$ cat config.mk
export PLATFORM = sky130hd
export DESIGN_NAME = uart_rx
export DESIGN_NICKNAME = d
export VERILOG_FILES = /design/src/rtl/uart_pkg.sv /design/src/rtl/sync_2ff.sv /design/src/rtl/uart_rx.sv
export SDC_FILE = /design/constraint.sdc
export NUM_CORES = 1
export LEC_CHECK = 0
export ABC_AREA = 0
export BUFFER_PORTS_ARGS = -buffer_cell sky130_fd_sc_hd__buf_2
export CAP_MARGIN = 20
export CORE_MARGIN = 4
export CORE_UTILIZATION = 45
export DETAILED_ROUTE_END_ITERATION = 6
export PLACE_DENSITY = 0.73
export SLEW_MARGIN = 5
export SYNTH_ARGS = -nofsm -noshare
export SYNTH_HDL_FRONTEND = slang
export SYNTH_SLANG_ARGS = --single-unit
$ cat constraint.sdc
create_clock -name clk -period 2.2 [get_ports clk]
set_input_delay 0.44 -clock clk [delete_from_list [all_inputs] [get_ports clk]]
set_output_delay 0.44 -clock clk [all_outputs]
set_load 0.05 [all_outputs]
$ cat src/rtl/uart_pkg.sv
// uart_pkg
//   Shared definitions for the board serial link (receiver and transmitter).
//   Contents:
//     UART_DATA_BITS  payload bits per frame (8N1 framing)
//     rx_state_t      receiver FSM state encoding
//     majority3       2-of-3 vote used by the optional receive filter
package uart_pkg;

  localparam int UART_DATA_BITS = 8;

  typedef enum logic [2:0] {
    R_IDLE,
    R_START,
    R_DATA,
    R_STOP,
    R_BREAK
  } rx_state_t;

  function automatic logic majority3(input logic [2:0] v);
    return (v[0] & v[1]) | (v[0] & v[2]) | (v[1] & v[2]);
  endfunction

endpackage

$ cat src/rtl/sync_2ff.sv
// sync_2ff
//   Two-flop synchronizer for a single asynchronous input.
//   Parameters:
//     RST_VAL  value both flops take on reset (idle level of the line)
//   Ports:
//     clk    in  1  system clock
//     rst_n  in  1  synchronous active-low reset
//     d      in  1  asynchronous input
//     q      out 1  synchronized output, two cycles behind d
module sync_2ff #(
  parameter logic RST_VAL = 1'b1
) (
  input  logic clk,
  input  logic rst_n,
  input  logic d,
  output logic q
);

  logic meta;

  always_ff @(posedge clk) begin
    if (!rst_n) begin
      meta <= RST_VAL;
      q    <= RST_VAL;
    end else begin
      meta <= d;
      q    <= meta;
    end
  end

endmodule

$ cat src/rtl/uart_rx.sv
// uart_rx
//   8N1 UART receiver. The serial line is synchronized, the start edge is
//   qualified at mid start bit, then each data bit (LSB first) and the stop
//   bit are sampled one bit time apart, i.e. at mid-bit.
//   Parameters:
//     CLKS_PER_BIT  clk cycles per bit time, 4..65535
//   Ports:
//     clk          in  1  system clock
//     rst_n        in  1  synchronous active-low reset
//     rx_i         in  1  asynchronous serial line, idle high
//     data_o       out 8  last good byte, held until the next good frame
//     valid_o      out 1  one-cycle strobe: data_o updated
//     frame_err_o  out 1  one-cycle strobe: stop bit low, data_o kept
//     busy_o       out 1  receiver is not idle
//   Build option:
//     UART_RX_MAJORITY_EN  when defined, every sample is a 2-of-3 vote over
//                          the current and two previous synchronized values.
module uart_rx
  import uart_pkg::*;
#(
  parameter int CLKS_PER_BIT = 868
) (
  input  logic                      clk,
  input  logic                      rst_n,
  input  logic                      rx_i,
  output logic [UART_DATA_BITS-1:0] data_o,
  output logic                      valid_o,
  output logic                      frame_err_o,
  output logic                      busy_o
);

  localparam logic [15:0] HALF     = 16'((CLKS_PER_BIT - 1) / 2);
  localparam logic [15:0] LAST     = 16'(CLKS_PER_BIT - 1);
  localparam logic [2:0]  LAST_BIT = 3'(UART_DATA_BITS - 1);

  rx_state_t                 state, state_nxt;
  logic [15:0]               cnt, cnt_nxt;
  logic [2:0]                bit_idx, bit_idx_nxt;
  logic [UART_DATA_BITS-1:0] shreg, shreg_nxt;
  logic [UART_DATA_BITS-1:0] data_nxt;
  logic                      valid_nxt;
  logic                      frame_err_nxt;
  logic                      rx_s;
  logic                      s;

  sync_2ff #(
    .RST_VAL(1'b1)
  ) u_sync (
    .clk  (clk),
    .rst_n(rst_n),
    .d    (rx_i),
    .q    (rx_s)
  );

`ifdef UART_RX_MAJORITY_EN
  // Two previous rx_s values; together with rx_s they form the 3-deep vote
  // window, so the sample point (and latency) is unchanged.
  logic [1:0] rx_hist;

  always_ff @(posedge clk) begin
    if (!rst_n) begin
      rx_hist <= 2'b11;
    end else begin
      rx_hist <= {rx_hist[0], rx_s};
    end
  end

  assign s = majority3({rx_hist, rx_s});
`else
  assign s = rx_s;
`endif

  assign busy_o = (state != R_IDLE);

  always_comb begin
    state_nxt     = state;
    cnt_nxt       = cnt;
    bit_idx_nxt   = bit_idx;
    shreg_nxt     = shreg;
    data_nxt      = data_o;
    valid_nxt     = 1'b0;
    frame_err_nxt = 1'b0;

    case (state)
      R_IDLE: begin
        cnt_nxt     = '0;
        bit_idx_nxt = '0;
        // Start detection uses the raw synchronized line; the vote only
        // applies at sample points.
        if (!rx_s) begin
          state_nxt = R_START;
        end
      end

      R_START: begin
        if (cnt == HALF) begin
          cnt_nxt = '0;
          // High at mid start bit means the falling edge was a glitch.
          state_nxt = s ? R_IDLE : R_DATA;
        end else begin
          cnt_nxt = cnt + 16'd1;
        end
      end

      R_DATA: begin
        if (cnt == LAST) begin
          cnt_nxt            = '0;
          shreg_nxt[bit_idx] = s;
          if (bit_idx == LAST_BIT) begin
            bit_idx_nxt = '0;
            state_nxt   = R_STOP;
          end else begin
            bit_idx_nxt = bit_idx + 3'd1;
          end
        end else begin
          cnt_nxt = cnt + 16'd1;
        end
      end

      R_STOP: begin
        if (cnt == LAST) begin
          cnt_nxt = '0;
          // Leaving at mid stop bit leaves half a bit to catch the next
          // start edge of a back-to-back frame.
          if (s) begin
            data_nxt  = shreg;
            valid_nxt = 1'b1;
            state_nxt = R_IDLE;
          end else begin
            frame_err_nxt = 1'b1;
            state_nxt     = R_BREAK;
          end
        end else begin
          cnt_nxt = cnt + 16'd1;
        end
      end

      R_BREAK: begin
        // A line held low reports one framing error, not a stream of frames.
        cnt_nxt = '0;
        if (rx_s) begin
          state_nxt = R_IDLE;
        end
      end

      default: begin
        state_nxt   = R_IDLE;
        cnt_nxt     = '0;
        bit_idx_nxt = '0;
      end
    endcase
  end

  always_ff @(posedge clk) begin
    if (!rst_n) begin
      state       <= R_IDLE;
      cnt         <= '0;
      bit_idx     <= '0;
      shreg       <= '0;
      data_o      <= '0;
      valid_o     <= 1'b0;
      frame_err_o <= 1'b0;
    end else begin
      state       <= state_nxt;
      cnt         <= cnt_nxt;
      bit_idx     <= bit_idx_nxt;
      shreg       <= shreg_nxt;
      data_o      <= data_nxt;
      valid_o     <= valid_nxt;
      frame_err_o <= frame_err_nxt;
    end
  end

endmodule

After elaboration in Yosys (flattened, before gate mapping)
Cells that the tools add are included.

Bits of input ports: 3. Output and inout bits: 11. Logic and storage cells: 57. Register bits: 42.

Magnitude comparators: 2. Reduce and logical (&&, ||, !) cells: 10. Equal/unequal tests: 13. Bitwise operators: 1. Mux-type cells: 20. Add/subtract/negate cells: 2.

Operators by type and width (count): $mux W16 (2); $pmux W16 S2 (1); $mux W3 (9); $add A16 B1 Y16 const B (1); $eq A16 B10 Y1 const B (1); $eq A16 B9 Y1 const B (1); $pmux W3 S5 (1); $ne A2 B2 Y1 const B (5); $bwmux W8 (1); $eq A3 B2 Y1 const B (2); $eq A3 B3 Y1 const B (2); $pmux W3 S2 (1); $reduce_and A3 Y1 (2); $reduce_and A6 Y1 (1); $lt A3 B4 Y1 const B (1); $reduce_and A2 Y1 (2); $add A3 B1 Y3 const B (1); $demux W1 S3 (1); $eq A3 B1 Y1 const B (1); $ge A3 B1 Y1 const B (1); $logic_not A3 Y1 (1); $mux W1 (3); $reduce_bool A3 Y1 (1); $reduce_or A3 Y1 (1); 5 further kinds (5).

Depth between registers and ports, before layout
Depth after elaboration: 5. Mapped depth: 7. Depth with buffers taken out: 6.

Hierarchy
Synthesis repeated with hierarchy kept, for this count alone.

Cells, all modules: 229. Area, all modules: 2033.2 um^2.

Modules (own cells, without submodules): uart_rx (times used 1, cells an instance 225, area each 1980.6 um^2); sync_2ff (times used 1, cells an instance 4, area each 52.6 um^2).

Worst setup path after synthesis
Ideal clock, no wire load.

Kind: register to register. From: reg cnt[0]. To: reg cnt[10]. Buffers on the path: 1. Slack: 519 ps. Library setup time: 130 ps. Arrival: 1551 ps. Period minus slack after synthesis: 1681 ps. Stages on the path, launching flop included: 7. Data required time: 2070 ps. Cells stage by stage: dfxtp_1 > ha_1 > and4_1 > nand4_2 > a22oi_2 > buf_6 > nor3_1.

Word-level cells in the longest chain between the ends: 3.

Ends and longest elaborated chain: start, declared (line uart_rx.sv:37) `logic [15:0] cnt, cnt_nxt;`; start signal, assigned (line uart_rx.sv:165) `cnt <= cnt_nxt;`; $add A16 B1 Y16 (tied with other cells) (line uart_rx.sv:101, uart_rx.sv:116, uart_rx.sv:134); $mux W16 (on tied branches) (line uart_rx.sv:106, uart_rx.sv:121, uart_rx.sv:96); $pmux W16 S2 (*) (line uart_rx.sv:84) `case (state)`.

Mark *: on every way between the ends. The rest lies on a longest branch, timed or not. A chain may end at the register's enable or synchronous reset.

Worst setup path after layout
From: reg cnt[0]. To: reg state[0].

Word-level cells in the longest chain between the ends: 3.

Ends and longest elaborated chain: $eq A16 B10 Y1 / $eq A16 B9 Y1 (equally long branches) (line uart_rx.sv:106, uart_rx.sv:121, uart_rx.sv:96); $ne A2 B2 Y1 (no source line); $reduce_and A6 Y1 (no source line) (*); end signal, assigned (line uart_rx.sv:164) `state <= state_nxt;`; end, declared (line uart_rx.sv:36) `rx_state_t state, state_nxt;`.

Marked as above.

==> metrics.yaml <==
hold_buffers: 0
place_hpwl_um: 2713
crit_arrival_ns: 2.06
clock_path_buffers: 2
first_iter_violations: 93
p_switching_mw: 0.3374
hp-class: "in2reg"
fin_nets: 245
power_density_mw_per_mm2: 612.6
yosys_warnings: 0
antenna_found_initial: 0
layout_common_cells: "dfxtp_1, nand2_1, nor3_1"
n_antenna_cell: 0
via_per_inst: 5.660
synth_xor_area_share_pct: 5.204
synth.distinct_cells: 43
fin_area_sq_mm: 0.002206
total_power_mw: 1.351
mostFrequentLayoutCell: "dfxtp_1"
synth_seq_area_share_pct: 41.64
numCtsBuffers: 5
finalMaxSlewViolations: 0
fin_cells: 291
synth-adder-area-share_pct: 2.478
cts_resized: 0
die_w_um: 74.99
tns_ns: 0
peakVddDrop_v: 0.0002761
ys_top_cells_by_area: "dfxtp_1, mux2i_1, nor3_1"
maxCapViolCount: 0
critical_path_required_ns: 2.42
synth-edff-count: 0
clkLatencyLatePin_ns: 0.30
crit_type: "reg2reg"
synth.largest_area_cell: "dfxtp_1"
skew_ns: 0.009018
post_dp_cell_area_sq_mm: 0.002112
globalplace.congestion: 0.7980
synth_compound_area_share_pct: 10.59
p_seq_share_pct: 57.1
fmax_ghz: 0.5446
cts_sinks: 42
drtAntennaViolNets: 0
die_h_um: 74.99
p_comb_share_pct: 4.9
cts.clk_slew.worst_paths_ns: 0.08
timing.final.crit_share_pct: 83.46
synth.avg_cell_area_sq_um: 8.819
netlist.area_leader.share_pct: 41.64
grt_pass1_wl_um: 6782
wl_um: 3961
pwr-share-clk_pct: 38.0
hold_viol: 0
drc: 0
num_vias: 1647
hold_ws_ns: 0.3221
io-pin-count: 14
setup.worst_path.start_class: "flop"
synth_fp_nets: 236
cts_tree: "built"
synthArstFlopShare_pct: 0
drt_pass1_iterations: 4
grt_setup_unrepaired: "no"
status: "finished clean"
synthSimpleGateAreaFrac_pct: 31.16
synth.area.mux_share_pct: 4.461
timing.slew.headroom_pct: 59.85
initial_utilization_pct: 46.38
min_period_ns: 1.836
drive_gt1_share_pct: 14.64
core_sq_mm: 0.004354
grt-ovfl-total: 0
p_leak_nw: 0.8264
endpoint_kind: "flop"
setup_viol: 0
ctsHtreeMaxLevel: 2
synth_seq_cells: 42
tightest_slew_ns: 0.6023
synth_top_family_by_area: "simple AND/OR/NAND/NOR gates"
synthFlopType: "dfxtp_1"
grt_max_degree: 18
netlist_instances: 229
crit_fanout: 17
grt.total_usage_pct: 15.63
internal_power_mw: 1.014
nFillCells: 416
syn_to_final_growth_pct: 9.232
cts-root-buf: "clkbuf_8"
numPlacedInstances: 283
io_buffers: 13
std_cell_rows: 24
swShare_pct: 24.97
grt_pass1_vias: 1471
syn_area_sq_mm: 0.002019
wl_per_cell_um: 13.61
dieArea_sq_mm: 0.005624
cts_setup_buffers: 0
## logic make-up (layout without fill, tap and decap cells)
family	Yosys count	after routing
AND/OR/NAND/NOR	108	108
flip-flops	42	42
AO/OA/AOI/OAI	34	34
buffers and inverters	20	30
XOR/XNOR	12	12
multiplexers	9	9
adder cells (fa/ha/maj)	4	4
## critical path, stage by stage, from the launching register on
cell and delay, ns:
dfxtp_1 0.41, ha_1 0.24, and4_1 0.24, nand4_2 0.22, a22oi_2 0.21, buf_4 0.25
mux2i_1 0.20
## registers in the layout, summed over array words and instances, names as in the netlist
name	count
cnt	16
data_o	8
shreg	8
bit_idx	3
state	3
frame_err_o	1
u_sync.meta	1
u_sync.q	1
valid_o	1
## synthesized netlist by cell type, types with 2 or more instances
cell	instances
dfxtp_1	42
nand2_1	20
nor3_1	18
nand3_1	16
a21oi_1	11
clkbuf_1	11
o21ai_0	11
mux2i_1	9
nand4_1	7
nor2_1	7
xor2_1	7
nand2b_1	5
xnor2_1	5
and3_1	4
and4_1	4
ha_1	4
inv_1	4
or3_1	4
or4_1	4
nand4b_1	3
nor2b_1	3
o21a_1	3
a211oi_1	2
and3b_1	2
clkbuf_2	2
nor4_1	2
nor4_2	2
or3b_2	2
## through the flow
stage | worst slack (ns) | util, %
global route | 0.2306 | 50.66
detailed placement | 0.3823 | 48.51
floorplan | 0.5187 | -
CTS | 0.3596 | 50.66
finish | 0.3638 | 50.66
global placement | 0.4400 | 48.51
## metal layers
layer | GRT usage [%] | wire, um | share of wire [%]
met1 | 21.00 | 1964 | 50
met5 | 0 | 0 | 0
met4 | 6.522 | 70 | 1.8
met2 | 23.60 | 1784 | 45
met3 | 4.272 | 141 | 3.6
## power groups by stage
stage               logic (mW)  clock network, mW  registers, mW
floorplan               0.0563                  0          0.783
global placement        0.0657                  0          0.789
detailed placement      0.0668                  0          0.789
CTS                     0.0671              0.526          0.771
global route            0.0730              0.569          0.773
finish                  0.0666              0.514          0.771
## area by class of cell
cell class / count / area (sq um) / area share (%)
multi-input combinational: 167 / 1089 / 49.35
sequential: 42 / 840.8 / 38.12
timing repair buffer: 18 / 102.6 / 4.651
clock buffer: 5 / 68.82 / 3.120
tap: 52 / 65.06 / 2.950
clock inverter: 3 / 25.02 / 1.134
inverter: 4 / 15.01 / 0.6807
## worst paths after layout
kind | startpoint | endpoint | slack [ns] | cells past startpoint
worst max-delay path | cnt[0] | state[0] | 0.36 | 6
worst min-delay path | rx_i | u_sync.meta | 0.32 | 2
worst min register to register | u_sync.meta | u_sync.q | 0.42 | 1
worst max register to register | cnt[0] | state[0] | 0.36 | 6
No activity file was read; power rests on OpenSTA's default activity.
